**config.mk**
```make
export PLATFORM = sky130hd
export DESIGN_NAME = vend_coin_debounce
export DESIGN_NICKNAME = d
export VERILOG_FILES = /design/src/rtl/vend_coin_debounce.sv
export SDC_FILE = /design/constraint.sdc
export NUM_CORES = 1
export LEC_CHECK = 0
export ABC_AREA = 1
export BUFFER_PORTS_ARGS = -buffer_cell sky130_fd_sc_hd__buf_2
export CORE_UTILIZATION = 30
export CTS_CLUSTER_DIAMETER = 40
export CTS_CLUSTER_SIZE = 30
export DETAILED_ROUTE_END_ITERATION = 7
export PLACE_DENSITY_LB_ADDON = 0.12
export SETUP_SLACK_MARGIN = 0.2
export SYNTH_ARGS = -nofsm -noshare
export SYNTH_HDL_FRONTEND = slang
export SYNTH_SLANG_ARGS = --single-unit
```
**constraint.sdc**
```tcl
create_clock -name clk -period 1.03 [get_ports clk]
set_input_delay 0.1545 -clock clk [delete_from_list [all_inputs] [get_ports clk]]
set_output_delay 0.1545 -clock clk [all_outputs]
set_load 0.1 [all_outputs]
```
**src/rtl/vend_coin_debounce.sv**
```systemverilog
// Coin button front end for the vending machine.
// Each raw button is synchronised, debounced against the divider's tick strobe,
// turned into a press event on its debounced rising edge, and queued. Queued
// presses are handed to the vending FSM one at a time as one-hot coin events
// over a valid/ready handshake, lowest index first.
module vend_coin_debounce #(
    parameter int NUM_IN      = 3,
    parameter int DB_TICKS    = 4,
    parameter int SYNC_STAGES = 2
) (
    input  logic              clk,
    input  logic              reset,
    input  logic              tick_en,
    input  logic [NUM_IN-1:0] btn_raw,
    output logic              coin_valid,
    output logic [NUM_IN-1:0] coin_id,
    input  logic              coin_ready,
    output logic [NUM_IN-1:0] btn_stable,
    output logic              overrun,
    input  logic              clear_ovr
);

    localparam int CW = (DB_TICKS > 1) ? $clog2(DB_TICKS) : 1;
    localparam logic [CW-1:0] CNT_LAST = CW'(DB_TICKS - 1);

    typedef enum logic {IDLE = 1'b0, PRESENT = 1'b1} state_t;

    logic [NUM_IN-1:0] sync_q [SYNC_STAGES];
    logic [NUM_IN-1:0] sync_s;
    logic [CW-1:0]     cnt_q  [NUM_IN];
    logic [CW-1:0]     cnt_d  [NUM_IN];
    logic [NUM_IN-1:0] stable_q, stable_d;
    logic [NUM_IN-1:0] rise_q, rise_d;
    logic [NUM_IN-1:0] pending_q, pending_d;
    logic              ovr_q, ovr_d;
    logic [NUM_IN-1:0] coin_id_q, coin_id_d;
    state_t            state_q, state_d;
    logic              xfer;
    logic [NUM_IN-1:0] lowest;

    assign sync_s = sync_q[SYNC_STAGES-1];
    assign xfer   = coin_valid & coin_ready;
    // Isolate the lowest set pending bit so priority is fixed by index.
    assign lowest = pending_q & (~pending_q + NUM_IN'(1));

    // Synchroniser chain: raw levels are only ever seen through the last stage.
    always_ff @(posedge clk or negedge reset) begin
        if (!reset) begin
            for (int s = 0; s < SYNC_STAGES; s++) sync_q[s] <= '0;
        end else begin
            sync_q[0] <= btn_raw;
            for (int s = 1; s < SYNC_STAGES; s++) sync_q[s] <= sync_q[s-1];
        end
    end

    // Debounce: a difference must persist for DB_TICKS ticks; any agreement zeroes the count.
    always_comb begin
        stable_d = stable_q;
        rise_d   = '0;
        for (int i = 0; i < NUM_IN; i++) begin
            cnt_d[i] = cnt_q[i];
            if (sync_s[i] == stable_q[i]) begin
                cnt_d[i] = '0;
            end else if (tick_en) begin
                if (cnt_q[i] == CNT_LAST) begin
                    stable_d[i] = sync_s[i];
                    cnt_d[i]    = '0;
                    rise_d[i]   = sync_s[i];
                end else begin
                    cnt_d[i] = cnt_q[i] + CW'(1);
                end
            end
        end
    end

    // Press queue and sticky overrun; a transfer frees its slot in the same cycle.
    always_comb begin
        pending_d = pending_q;
        ovr_d     = ovr_q;
        if (clear_ovr) ovr_d = 1'b0;
        if (xfer) pending_d = pending_q & ~coin_id_q;
        for (int i = 0; i < NUM_IN; i++) begin
            if (rise_q[i]) begin
                if (pending_q[i] && !(xfer && coin_id_q[i])) ovr_d = 1'b1;
                pending_d[i] = 1'b1;
            end
        end
    end

    // Debounce, queue and handshake state registers.
    always_ff @(posedge clk or negedge reset) begin
        if (!reset) begin
            for (int i = 0; i < NUM_IN; i++) cnt_q[i] <= '0;
            stable_q  <= '0;
            rise_q    <= '0;
            pending_q <= '0;
            ovr_q     <= 1'b0;
            coin_id_q <= '0;
            state_q   <= IDLE;
        end else begin
            for (int i = 0; i < NUM_IN; i++) cnt_q[i] <= cnt_d[i];
            stable_q  <= stable_d;
            rise_q    <= rise_d;
            pending_q <= pending_d;
            ovr_q     <= ovr_d;
            coin_id_q <= coin_id_d;
            state_q   <= state_d;
        end
    end

    // Handshake FSM next state: pick the lowest pending coin, hold it until accepted.
    always_comb begin
        state_d   = state_q;
        coin_id_d = coin_id_q;
        case (state_q)
            IDLE: begin
                if (pending_q != '0) begin
                    coin_id_d = lowest;
                    state_d   = PRESENT;
                end
            end
            PRESENT: begin
                if (coin_ready) begin
                    coin_id_d = '0;
                    state_d   = IDLE;
                end
            end
            default: begin
                coin_id_d = '0;
                state_d   = IDLE;
            end
        endcase
    end

    // Handshake FSM outputs and status.
    always_comb begin
        coin_valid = (state_q == PRESENT);
        coin_id    = coin_id_q;
        btn_stable = stable_q;
        overrun    = ovr_q;
    end

endmodule

```
# == Word level (Yosys, flattened, before mapping) ==
# Index checks and enable logic that the tools add are counted.
# word_totals
ff_bits,26
wordCells,91
mem_count,0
latch_bits,0
output_inout_bits,8
romBits,0
ramBits,0
# classes
addsub,4
reduce_logical,20
muxes,35
n_div,0
multipliers,0
n_eq_ne,8
n_bitwise,9
magnitude_cmp,0
n_shift,0
# ops
operator,count
2-to-1 mux 1 bit,21
2-to-1 mux 2 bit,9
nonzero test 2 bit,6
2-to-1 mux 3 bit,3
AND reduction 3 bit,3
"adder 2 x 1 -> 2 bit, second input constant",3
bitwise AND 3 bit,2
"== test 2 bit, second input constant",3
logical AND 1 bit,6
inverter 3 bit,2
one-hot mux 3 bit (2 select lines),1
"inequality test 2 bit, second input constant",2
inverter 1 bit,4
"adder 3 x 1 -> 3 bit, second input constant",1
== test 1 bit,3
zero test 1 bit,3
nonzero test 3 bit,1
one-hot mux 1 bit (2 select lines),1
AND reduction 2 bit,1
bitwise AND 1 bit,1

# == Longest topological paths before layout ==
# logic_depth
depth_word,10
mapped_depth,6

# == Least setup slack after synthesis ==
# No wires, ideal clock.
# synth_path
kind,register to register
start,"register state_q, in the netlist coin_valid"
end,"register coin_id_q[0], in the netlist coin_id[0]"
t_arrival_ns,1.434
n_path_buf,0
required_time_ns,0.908
stages_incl_launch_ff,6
setup_slack_ns,-0.526
cell_sequence,dfrtp_1 nor2_1 nand3_1 nand2_2 nand2_1 nand2_1
# synth_between
elab_chain_cells,3
word_cells_on_any_way,5
# synth_rtl
element,line,source
"start, declared",37,"state_t state_q, state_d;"
"start signal, assigned",107,state_q <= state_d;
inverter 1 bit,n/a,
inequality test 2 bit (no source line),n/a,
AND reduction 2 bit (no source line),n/a,
"end signal, assigned",106,coin_id_q <= coin_id_d;
"end, declared",36,"logic [NUM_IN-1:0] coin_id_q, coin_id_d;"
# Several ways; a longest one is shown, not always the timed one.
# A chain may end at the register's enable or synchronous reset.

# == Final worst setup path ==
# layout_path
start,"register stable_q[0], in the netlist btn_stable[0]"
end,output port btn_stable[0]
# layout_rtl
element,line,source
"start, declared",32,"logic [NUM_IN-1:0] stable_q, stable_d;"
"start signal, assigned",102,stable_q <= stable_d;
"end, declared",18,"output logic [NUM_IN-1:0] btn_stable,"
# No word-level cell between the ends.

==> flow_summary_export.csv <==
group,metric,value,unit
global_route,grt_usage,11.90,%
synth,synth_cell_type_count,15,
global_route,antenna_found_initial,0,
clock_network,cts_buffer_depth,2,
synth,synth_top_family_by_area,"simple AND/OR/NAND/NOR gates",
synth,ys_ff_latch,26,
setup_path,crit_required,0.88,ns
power_and_ir_drop,p_clk_share,13.7,%
synth,syn_nets,127,
global_route,grt_pass1_wl,3256,um
final_layout,synthToLayoutAreaGrowth,59.88,%
clock_network,path_clk_slew,0.14,ns
setup_path,crit_chain,"buf_12",
sta,final.period_utilization,113.5,%
setup_path,cp-end-kind,"primary output",
sta,finalSetupViolations,18,
final_layout,drive_above_1_share,48.68,%
power_and_ir_drop,p_leak,0.0008778,uW
place,gp_congestion,0.7806,
setup_path,crit_buf_inv,1,
sta,skew,0.008113,ns
place,pre_cts_slack,0.001657,ns
route,drc,0,
floorplanning,die_area,3809,sq um
synth,ys_seq_area_share,60.82,%
synth,synth_xor_xnor_area_share,0,%
sta,tightest_slew,0.2923,ns
setup_path,slowest_delay,0.52,ns
global_route,overflow,0,
sta,hold_viol_final,0,
synth,synth.avg_cell_area,9.222,sq um
floorplanning,io_pins,16,
floorplanning,die_x,61.72,um
final_layout,layoutNonFillerInstCount,198,
final_layout,antenna_cells,0,
synth,ys_warn_count,0,
power_and_ir_drop,swShare,42.15,%
clock_network,htreeDepth,1,
global_route,grt_max_degree,27,
route,avgViaCountPerCell,4.308,
setup_path,worstPathArrival,1.01,ns
place,dp_cells,177,
power_and_ir_drop,p_sw,2127,uW
setup_path,path_class,"reg2out",
sta,layout_min_cycle_time,1.169,ns
power_and_ir_drop,internal_power,2919,uW
sta,fmax,855.2,MHz
final_layout,final_cell_area,1710,sq um
setup_path,path_delay_family,"flip-flops",
sta,relSlewSlack,80.51,%
place,dp_hpwl,1349,um
floorplanning,core,3363,sq um
setup_path,slowest_stage,"dfrtp_4",
synth,muxShareOfSynthArea,0,%
clock_network,cts-root-buf,"clkbuf_4",
power_and_ir_drop,p_per_area,2950,nW/um^2
synth,synth-compound-area-share,5.731,%
clock_network,cts.sinks,26,
place,place_area,1383,sq um
final_layout,fin_util,50.86,%
sta,maxSlewViolCount,0,
power_and_ir_drop,combPwrFrac,55.1,%
floorplanning,die_h,61.72,um
clock_network,cts_tree,"yes",
clock_network,numCtsBuffers,3,
power_and_ir_drop,p_seq_share,31.1,%
clock_network,clk_latency,0.32,ns
route,detail_route.first_pass.iterations,2,
setup_path,critPathMaxFanout,2,
route,routed_wl,2036,um
power_and_ir_drop,irDropWorstVdd,1.195,mV
route,vias,853,
sta,hold_ws,0.08425,ns
min_path,hold_path.class,"in2reg",
floorplanning,fp-row-count,21,
route,ant_nets,0,
synth,netlist_instances,116,
sta,rsz0062_at_grt,"true",
synth,syn_area,1070,sq um
place,io_buffers,15,
synth,yosys.area_share.simple,24.21,%
global_route,first_global_vias,799,
floorplanning,initial_utilization,31.81,%
outcome,status,"complete, but fails checks",
final_layout,layout.nets,164,
route,wl_per_cell,10.28,um
route,initialDrtViolationCount,10,
outcome,violations,"negative setup slack",
setup_path,startpoint_type,"flip-flop",
sta,worst_slack,-0.1393,ns
flow_run,drv_cap,0,
synth,synthAdderAreaFrac,3.509,%
-- logic make-up (layout without fill, tap and decap cells) --
family | Yosys count | count (layout)
buf+inv | 16 | 52
fa+ha+maj | 3 | 3
simple gates | 63 | 63
compound gates | 8 | 8
flops | 26 | 26
-- flip-flops by register name (all words and copies together) (netlist names) --
name / cells
coin_id: 3
cnt_q: 6
rise_q: 3
sync_s: 3
pending_q: 3
sync_q: 3
btn_stable: 3
coin_valid: 1
overrun: 1
-- cell usage in the layout, fill, tap and decap left out, types with 2 or more instances in the layout --
cell	instances
nand2_2	8
nand3_2	3
buf_12	9
nand2_4	4
clkbuf_4	3
inv_1	11
buf_4	7
dfrtp_1	18
nand4_1	3
nand2_1	28
dlygate4sd3_1	4
nor2_1	4
nor2_2	2
nand3_1	5
buf_6	6
nor2_4	5
inv_4	3
ha_2	3
buf_2	7
dfrtp_4	7
a31o_2	2
a21o_1	3
-- timing repair --
item,CTS,global route
gates cloned,0,0
endpoints found under the hold margin,29,0
pin swaps,21,14
hold buffers,4,0
setup endpoints to repair,28,28
resized for setup,18,22
buffers inserted,12,1
-- routing by layer --
metal	track usage [%]	vias to the layer above	part of all wire, %	wire (um)
met2	20.43	14	53	1087
met3	3.106	2	3.7	76
li1	-	439	-	-
met4	4.444	0	0.93	19
met1	14.42	398	42	852
met5	0	-	0	0
-- power groups by stage --
stage | clock network [uW] | logic [uW] | registers [uW]
2_1_floorplan | 0 | 563 | 2420
3_3_place_gp | 0 | 2020 | 1660
3_5_place_dp | 0 | 2050 | 1670
4_1_cts | 717 | 2570 | 1570
5_1_grt | 749 | 2960 | 1600
6_report | 693 | 2780 | 1570
-- synth_stat cells, drive strengths merged --
master | n | area share [%]
a21boi | 1 | 0.70
a21o | 3 | 2.1
a21oi | 1 | 0.47
a31o | 3 | 2.5
buf | 1 | 0.47
dfrtp | 26 | 61
ha | 3 | 3.5
inv | 15 | 5.3
nand2 | 40 | 14
nand3 | 8 | 3.7
nand4 | 3 | 1.8
nor2 | 11 | 3.9
or2 | 1 | 0.59
-- per-stage QoR --
step | setup TNS (ns) | total power [uW]
floorplan | -0.7712 | 2981
global placement | 0 | 3670
detailed placement | 0 | 3723
CTS | -1.894 | 4861
global route | -2.733 | 5318
finish | -1.636 | 5046
-- final cells by class --
| class | count | area, sq um |
|---|---|---|
| fill | 334 | 1653 |
| sequential | 26 | 678.2 |
| multi-input combinational | 74 | 483.0 |
| timing repair buffer | 33 | 375.4 |
| inverter | 15 | 63.81 |
| tap | 46 | 57.56 |
| clock inverter | 1 | 30.03 |
| clock buffer | 3 | 22.52 |
-- worst paths after layout --
| check | cells past startpoint | endpoint | slack, ns | from |
|---|---|---|---|---|
| min | 2 | coin_valid$_DFF_PN0_ | 0.08 | coin_ready |
| min reg2reg | 0 | sync_s[1]$_DFF_PN0_ | 0.37 | sync_q[4]$_DFF_PN0_ |
| max | 1 | btn_stable[0] | -0.14 | btn_stable[0]$_DFFE_PN0P_ |
| max reg2reg | 6 | coin_id[1]$_DFFE_PN0P_ | -0.10 | coin_valid$_DFF_PN0_ |
| max in group asynchronous | 3 | btn_stable[2]$_DFFE_PN0P_ | 0.58 | reset |
| min in group asynchronous | 3 | coin_id[0]$_DFFE_PN0P_ | 0.28 | reset |
Power figures use the tool's default switching activity.
